### src/rtl/seq_gen.sv
// Serial pattern / LFSR stimulus generator for the sequence detectors' w input.
// Optional LFSR mode is compiled in with `define SEQGEN_LFSR_EN.
module seq_gen #(
   parameter int WIDTH      = 16,
   parameter int REP_W      = 4,
   parameter int GAP_CYCLES = 2
) (
   input  logic                         clk,
   input  logic                         Reset,
   input  logic                         start,
   input  logic                         abort,
   input  logic                         mode,
   input  logic [WIDTH-1:0]             pattern,
   input  logic [$clog2(WIDTH+1)-1:0]   len,
   input  logic [REP_W-1:0]             reps,
   output logic                         w,
   output logic                         w_valid,
   output logic                         busy,
   output logic                         done,
   output logic [2:0]                   state
);

   localparam int LW = $clog2(WIDTH+1);
   localparam int GW = (GAP_CYCLES > 1) ? $clog2(GAP_CYCLES) : 1;

   localparam logic [2:0] IDLE  = 3'b000;
   localparam logic [2:0] SHIFT = 3'b001;
   localparam logic [2:0] GAP   = 3'b010;
   localparam logic [2:0] DONE  = 3'b011;

   logic [2:0]       state_q;
   logic [WIDTH-1:0] sreg;
   logic [WIDTH-1:0] hold;
   logic [LW-1:0]    len_q;
   logic [LW-1:0]    len_clamp;
   logic [LW-1:0]    bit_cnt;
   logic [REP_W-1:0] reps_left;
   logic [GW-1:0]    gap_cnt;
   logic             first_bit;
   logic             shift_bit;
   logic             reload_bit;

`ifdef SEQGEN_LFSR_EN
   logic       mode_q;
   logic [7:0] lfsr;
   logic [7:0] lfsr_nx;
   logic [7:0] seed;
   logic [7:0] seed_q;

   // x^8+x^6+x^5+x^4+1, right-shifting Fibonacci form; bit 0 is the output tap
   always_comb begin
      seed       = (pattern[7:0] == 8'h00) ? 8'h01 : pattern[7:0];
      lfsr_nx    = {lfsr[0] ^ lfsr[2] ^ lfsr[3] ^ lfsr[4], lfsr[7:1]};
      first_bit  = mode   ? seed[0]    : pattern[0];
      shift_bit  = mode_q ? lfsr_nx[0] : sreg[0];
      reload_bit = mode_q ? seed_q[0]  : hold[0];
   end
`else
   logic unused_mode;
   assign unused_mode = mode;

   always_comb begin
      first_bit  = pattern[0];
      shift_bit  = sreg[0];
      reload_bit = hold[0];
   end
`endif

   always_comb begin
      len_clamp = (len > LW'(WIDTH)) ? LW'(WIDTH) : len;
   end

   assign state = state_q;

   // sreg holds the bits still to send, so its bit 0 is the next w value
   always_ff @(posedge clk or posedge Reset) begin
      if (Reset) begin
         state_q   <= IDLE;
         sreg      <= '0;
         hold      <= '0;
         len_q     <= '0;
         bit_cnt   <= '0;
         reps_left <= '0;
         gap_cnt   <= '0;
         w         <= 1'b0;
         w_valid   <= 1'b0;
         busy      <= 1'b0;
         done      <= 1'b0;
`ifdef SEQGEN_LFSR_EN
         mode_q    <= 1'b0;
         lfsr      <= '0;
         seed_q    <= '0;
`endif
      end else begin
         case (state_q)
            IDLE: begin
               w       <= 1'b0;
               w_valid <= 1'b0;
               busy    <= 1'b0;
               done    <= 1'b0;
               if (start) begin
                  sreg      <= {1'b0, pattern[WIDTH-1:1]};
                  hold      <= pattern;
                  len_q     <= len_clamp;
                  reps_left <= reps;
                  bit_cnt   <= LW'(1);
                  gap_cnt   <= '0;
`ifdef SEQGEN_LFSR_EN
                  mode_q    <= mode;
                  seed_q    <= seed;
                  lfsr      <= seed;
`endif
                  if (len_clamp == '0) begin
                     state_q <= DONE;
                     done    <= 1'b1;
                  end else begin
                     state_q <= SHIFT;
                     w       <= first_bit;
                     w_valid <= 1'b1;
                     busy    <= 1'b1;
                  end
               end
            end

            SHIFT: begin
               if (abort) begin
                  state_q <= IDLE;
                  w       <= 1'b0;
                  w_valid <= 1'b0;
                  busy    <= 1'b0;
               end else if (bit_cnt == len_q) begin
                  w       <= 1'b0;
                  w_valid <= 1'b0;
                  if (reps_left != '0) begin
                     state_q <= GAP;
                     gap_cnt <= '0;
                  end else begin
                     state_q <= DONE;
                     busy    <= 1'b0;
                     done    <= 1'b1;
                  end
               end else begin
                  sreg    <= {1'b0, sreg[WIDTH-1:1]};
                  bit_cnt <= bit_cnt + 1'b1;
                  w       <= shift_bit;
`ifdef SEQGEN_LFSR_EN
                  lfsr    <= lfsr_nx;
`endif
               end
            end

            GAP: begin
               if (abort) begin
                  state_q <= IDLE;
                  w       <= 1'b0;
                  w_valid <= 1'b0;
                  busy    <= 1'b0;
               end else if (gap_cnt == GW'(GAP_CYCLES-1)) begin
                  state_q   <= SHIFT;
                  sreg      <= {1'b0, hold[WIDTH-1:1]};
                  bit_cnt   <= LW'(1);
                  reps_left <= reps_left - 1'b1;
                  w         <= reload_bit;
                  w_valid   <= 1'b1;
`ifdef SEQGEN_LFSR_EN
                  lfsr      <= seed_q;
`endif
               end else begin
                  gap_cnt <= gap_cnt + 1'b1;
               end
            end

            DONE: begin
               state_q <= IDLE;
               done    <= 1'b0;
               w       <= 1'b0;
               w_valid <= 1'b0;
               busy    <= 1'b0;
            end

            default: begin
               state_q <= IDLE;
               w       <= 1'b0;
               w_valid <= 1'b0;
               busy    <= 1'b0;
               done    <= 1'b0;
            end
         endcase
      end
   end

endmodule
### config.mk
export PLATFORM = sky130hd
export DESIGN_NAME = seq_gen
export DESIGN_NICKNAME = d
export VERILOG_FILES = /design/src/rtl/seq_gen.sv
export SDC_FILE = /design/constraint.sdc
export NUM_CORES = 1
export LEC_CHECK = 0
export CAP_MARGIN = 40
export CORE_MARGIN = 10
export CORE_UTILIZATION = 45
export DETAILED_ROUTE_END_ITERATION = 6
export PLACE_DENSITY = 0.76
export RECOVER_POWER = 25
export SYNTH_ARGS = -nofsm -noshare
export SYNTH_HDL_FRONTEND = slang
export SYNTH_SLANG_ARGS = --single-unit
export TNS_END_PERCENT = 10
### constraint.sdc
create_clock -name clk -period 2.8 [get_ports clk]
set_clock_uncertainty 0.2 [all_clocks]
set_input_delay 0.42 -clock clk [delete_from_list [all_inputs] [get_ports clk]]
set_output_delay 0.42 -clock clk [all_outputs]
set_load 0.02 [all_outputs]
==> summary by stage <==
Run status
The run finished with clean final reports.

Critical path
The critical path start-end classification is reg2reg. In this run the critical register-to-register path is captured at bit_cnt[3]$_DFFE_PP0P_. STA classifies the critical path startpoint as a flop.

The startpoint of the worst-slack reg-to-reg timing path is state[0]$_DFFE_PP0P_. The slack of the worst reg-to-reg path is 0.43 ns. The worst path arrival time is 2.40 ns. Of all nets on the critical path, the largest fanout is 7.

Counting cells, the worst reg-to-reg path comes to 7. STA classifies the critical path endpoint as a flop. The required time of the critical path is 2.83 ns.

Global routing
The total grt overflow is 0. Entering global routing, the biggest net connects 53 pins. The number of antenna violations at the first check in global routing is 0. The number of global-route vias before repair is 2134.

Across every metal layer, demand over resource in global routing totals 0.1225. The first global-routing pass estimated 9970 um of wire.

Power and ir drop
The leakage power is 1.375 nW. Of the total power, registers draw 0.364. Across the VDD grid, the largest voltage drop is 457.3 uV.

The switching component of the power is 1.425 mW. The switching power share of the total is 0.3955. The internal portion of total power is 2.178 mW. Overall power consumption after layout is estimated at 3.603 mW.

The power per standard cell area is 1107 mW/mm^2. Of the total power, combinational logic draws 0.484. The clock network fraction of design power is 0.152.

Layout
The final layout contains 349 nets. The final cell count without fillers is 389. The total non-filler cell area in the finished layout is 0.003256 sq mm. The area taken by flip-flops and latches is 0.001301 sq mm.

The area used by multi-input combinational logic is 0.001308 sq mm. The filler cells instantiated in the layout total 531. The fraction of layout cells with a size suffix above 1 is 0.1306.

The area growth from synthesis to layout is 20.85%. The final antenna diode count is 0.

Synthesis
Counting flops with a built-in enable in the synthesized netlist gives 0. The post-synthesis adder-cell area fraction is 0.02787. The number of instances in the synthesized netlist is 280. Each instance of the synthesized netlist takes up on average 9.621 sq um. The number of warning messages in the yosys log is 0.

After synthesis, the netlist uses 44 different library cells. The area fraction in compound gates after synthesis is 0.2011. The post-synth net total is 316. The share of the Yosys chip area taken by registers is 0.4830.

Of the total synthesized cell area, the portion taken by AND, OR, NAND and NOR gates is 0.1463. In this run, synthesis produced a sequential element count of 52. The share of async-settable or async-resettable flops after synthesis is 1.000. The dominant combinational cell family by area after synthesis is compound AO/OA/AOI/OAI gates. The post-synthesis share of cell area spent on xor and xnor gates is 0.01626. The portion of netlist area occupied by mux cells is 0.08732. In this run the cell area of the synthesized design comes to 0.002694 sq mm. The dominant synthesized flop cell is sky130_fd_sc_hd__dfrtp_1.

CTS
TritonCTS built the clock tree. At the later pin of the worst-skew pair, clock insertion delay measures 0.31 ns. In this run, CTS created clock tree buffers numbering 5. CTS saw 52 sinks. Buffers inserted to repair hold after CTS numbered 0.

Once the clock tree was built, the setup fixing pass inserted 0 buffers. The number of gates resized after CTS was 0. The depth of the CTS H-tree is 2. In this run the deepest clock path goes through 2 buffers. Clock-pin slew was measured on the worst setup and hold paths at 0.10 ns. The CTS root buffer is sky130_fd_sc_hd__clkbuf_8.

Min path
The worst hold-check path type is reg2reg. The number of cells on the worst hold path is 2. The startpoint of the lowest-slack hold path is sreg[11]$_DFFE_PP0P_.

The endpoint of the worst hold-timing path is sreg[11]$_DFFE_PP0P_.

Timing
The smallest hold slack is 0.2914 ns. Dividing the final minimum period by the clock period gives 0.8469. Setup repair after global routing left no endpoint under its margin.

The max-slew violation total from the final report is 0. Timing would allow up to 421.7 MHz. The post-route minimum period is 2.371 ns. The count of final hold-check violations is 0. The final setup violation count is 0. The aggregate negative setup slack is 0 ns. At the pin with the least slew margin, the transition time is 1.273 ns. The relative slew slack is 0.1515.

Floorplanning
The floorplan step defined a core boundary enclosing 0.005851 sq mm. The total die area is 0.009481 sq mm. During I/O placement, the number of pins put on the boundary was 37. The vertical die dimension is 97.37 um.

Row generation in the floorplan step produced 28 rows. For this configuration, the core starts out at a cell density of 0.4604. The horizontal die dimension is 97.37 um.

Route
The first routing iteration left 98 violations. The remaining antenna violation count is 0. The length of the first detailed-routing pass in iterations is 4. Dividing the detail-routed via count by the number of cells gives 5.355. The number of vias in the routed layout is 2083. The number of DRC violations after detailed routing is 0.

Wires add up to 5728 um. In the final routed layout, each cell accounts on average for 14.72 um.

Placement
Input and output buffers added on the ports amount to 34. The congestion estimate from routability-driven global placement came to 0.8314. Summing all placed instances gives a cell area of 0.003137 sq mm. The cell count after placement is 381.

The HPWL after detailed placement is 4053 um.

Run
Max-cap violations in this run came to 0.
## worst max-delay path by stage
stage	startpoint	endpoint	depth (start not counted)
after floorplan	state[0]$_DFFE_PP0P_	state[0]$_DFFE_PP0P_	7
after global placement	abort	bit_cnt[3]$_DFFE_PP0P_	6
after detailed placement	abort	bit_cnt[3]$_DFFE_PP0P_	6
after CTS	state[0]$_DFFE_PP0P_	bit_cnt[3]$_DFFE_PP0P_	7
after global routing	state[1]$_DFFE_PP0P_	bit_cnt[3]$_DFFE_PP0P_	7
final	state[0]$_DFFE_PP0P_	bit_cnt[3]$_DFFE_PP0P_	7
## synth_stat cells (2+ instances only)
cell type	count	share of area
sky130_fd_sc_hd__nand2_1	41	0.057
sky130_fd_sc_hd__dfrtp_1	52	0.48
sky130_fd_sc_hd__ha_1	6	0.028
sky130_fd_sc_hd__a22oi_1	14	0.039
sky130_fd_sc_hd__nor3_1	3	0.0056
sky130_fd_sc_hd__nand2b_1	5	0.012
sky130_fd_sc_hd__or4_1	3	0.0084
sky130_fd_sc_hd__mux2_2	19	0.079
sky130_fd_sc_hd__xnor2_1	5	0.016
sky130_fd_sc_hd__nor2b_1	2	0.0046
sky130_fd_sc_hd__buf_1	3	0.0042
sky130_fd_sc_hd__o21ai_0	44	0.082
sky130_fd_sc_hd__a31oi_1	2	0.0046
sky130_fd_sc_hd__nand3_1	6	0.011
sky130_fd_sc_hd__a21oi_1	9	0.017
sky130_fd_sc_hd__clkbuf_1	10	0.014
sky130_fd_sc_hd__inv_1	7	0.0098
sky130_fd_sc_hd__nor2_1	19	0.026
sky130_fd_sc_hd__a211o_1	2	0.0065
sky130_fd_sc_hd__a211oi_2	2	0.0093
sky130_fd_sc_hd__a211oi_1	3	0.0084
## power groups by stage
stage,clock network (mW),logic (mW),registers [mW]
floorplan,0,1.28,1.31
global placement,0,1.67,1.31
detailed placement,0,1.76,1.33
CTS,0.565,1.76,1.31
global route,0.594,2.00,1.36
finish,0.546,1.74,1.31
## sequential cells by signal (all words and copies together) (netlist names)
signal / flops
gap_cnt: 1
w_valid: 1
bit_cnt: 5
state: 2
hold: 16
sreg: 15
busy: 1
reps_left: 4
len_q: 5
w: 1
done: 1
## metrics by stage
| stage | util | setup slack, ns |
|---|---|---|
| finish | 0.5565 | 0.4287 |
| global placement | 0.5336 | 0.2584 |
| global route | 0.5565 | 0.2211 |
| floorplan | - | 0.5248 |
| CTS | 0.5569 | 0.3984 |
| detailed placement | 0.5361 | 0.2255 |
## worst max-delay path: stages, from the launching register on
cell,delay [ns]
sky130_fd_sc_hd__dfrtp_1,0.42
sky130_fd_sc_hd__inv_1,0.09
sky130_fd_sc_hd__ha_1,0.29
sky130_fd_sc_hd__and2b_1,0.29
sky130_fd_sc_hd__a211oi_2,0.28
sky130_fd_sc_hd__nand2_1,0.16
sky130_fd_sc_hd__or4_1,0.48
sky130_fd_sc_hd__o21ai_0,0.09
## placed cells by master, fill, tap and decap left out, types with 2 or more instances in the layout
cell type	Yosys	final
sky130_fd_sc_hd__clkbuf_8	0	6
sky130_fd_sc_hd__mux2_2	19	19
sky130_fd_sc_hd__dfrtp_1	52	52
sky130_fd_sc_hd__nand2_1	41	41
sky130_fd_sc_hd__a211oi_1	3	3
sky130_fd_sc_hd__inv_1	7	6
sky130_fd_sc_hd__nor2b_1	2	2
sky130_fd_sc_hd__nand2b_1	5	5
sky130_fd_sc_hd__a22oi_1	14	14
sky130_fd_sc_hd__nor3_1	3	3
sky130_fd_sc_hd__a211o_1	2	2
sky130_fd_sc_hd__a211oi_2	2	2
sky130_fd_sc_hd__nand3_1	6	6
sky130_fd_sc_hd__a21oi_1	9	9
sky130_fd_sc_hd__ha_1	6	6
sky130_fd_sc_hd__buf_4	1	6
sky130_fd_sc_hd__a31oi_1	2	2
sky130_fd_sc_hd__nor2_1	19	19
sky130_fd_sc_hd__or4_1	3	3
sky130_fd_sc_hd__xnor2_1	5	5
sky130_fd_sc_hd__clkdlybuf4s50_1	0	33
sky130_fd_sc_hd__o21ai_0	44	44
## per-layer routing
metal | GRT usage | up-vias | part of all wire
met5 | 0 | - | 0
met4 | 0.03579 | 0 | 0.015
met3 | 0.03556 | 9 | 0.037
met2 | 0.1937 | 30 | 0.46
met1 | 0.1575 | 992 | 0.49
li1 | - | 1052 | -
## kinds of logic (layout without fill, tap and decap cells)
logic type,Yosys count,in the layout
flip-flops,52,52
multiplexers,21,21
adder cells (fa/ha/maj),6,6
AO/OA/AOI/OAI,85,85
buffers and inverters,23,57
other,1,1
XOR/XNOR,5,5
AND/OR/NAND/NOR,87,87
## cell type report
class | instances | share of cell area
multi-input cells | 205 | 0.4016
flip-flops and latches | 52 | 0.3997
repair buffers | 42 | 0.1245
well taps | 75 | 0.02882
clock buffers | 6 | 0.02537
clock inverters | 2 | 0.01191
inverters | 7 | 0.008071
Note: power is estimated with default switching activity, not from simulation.
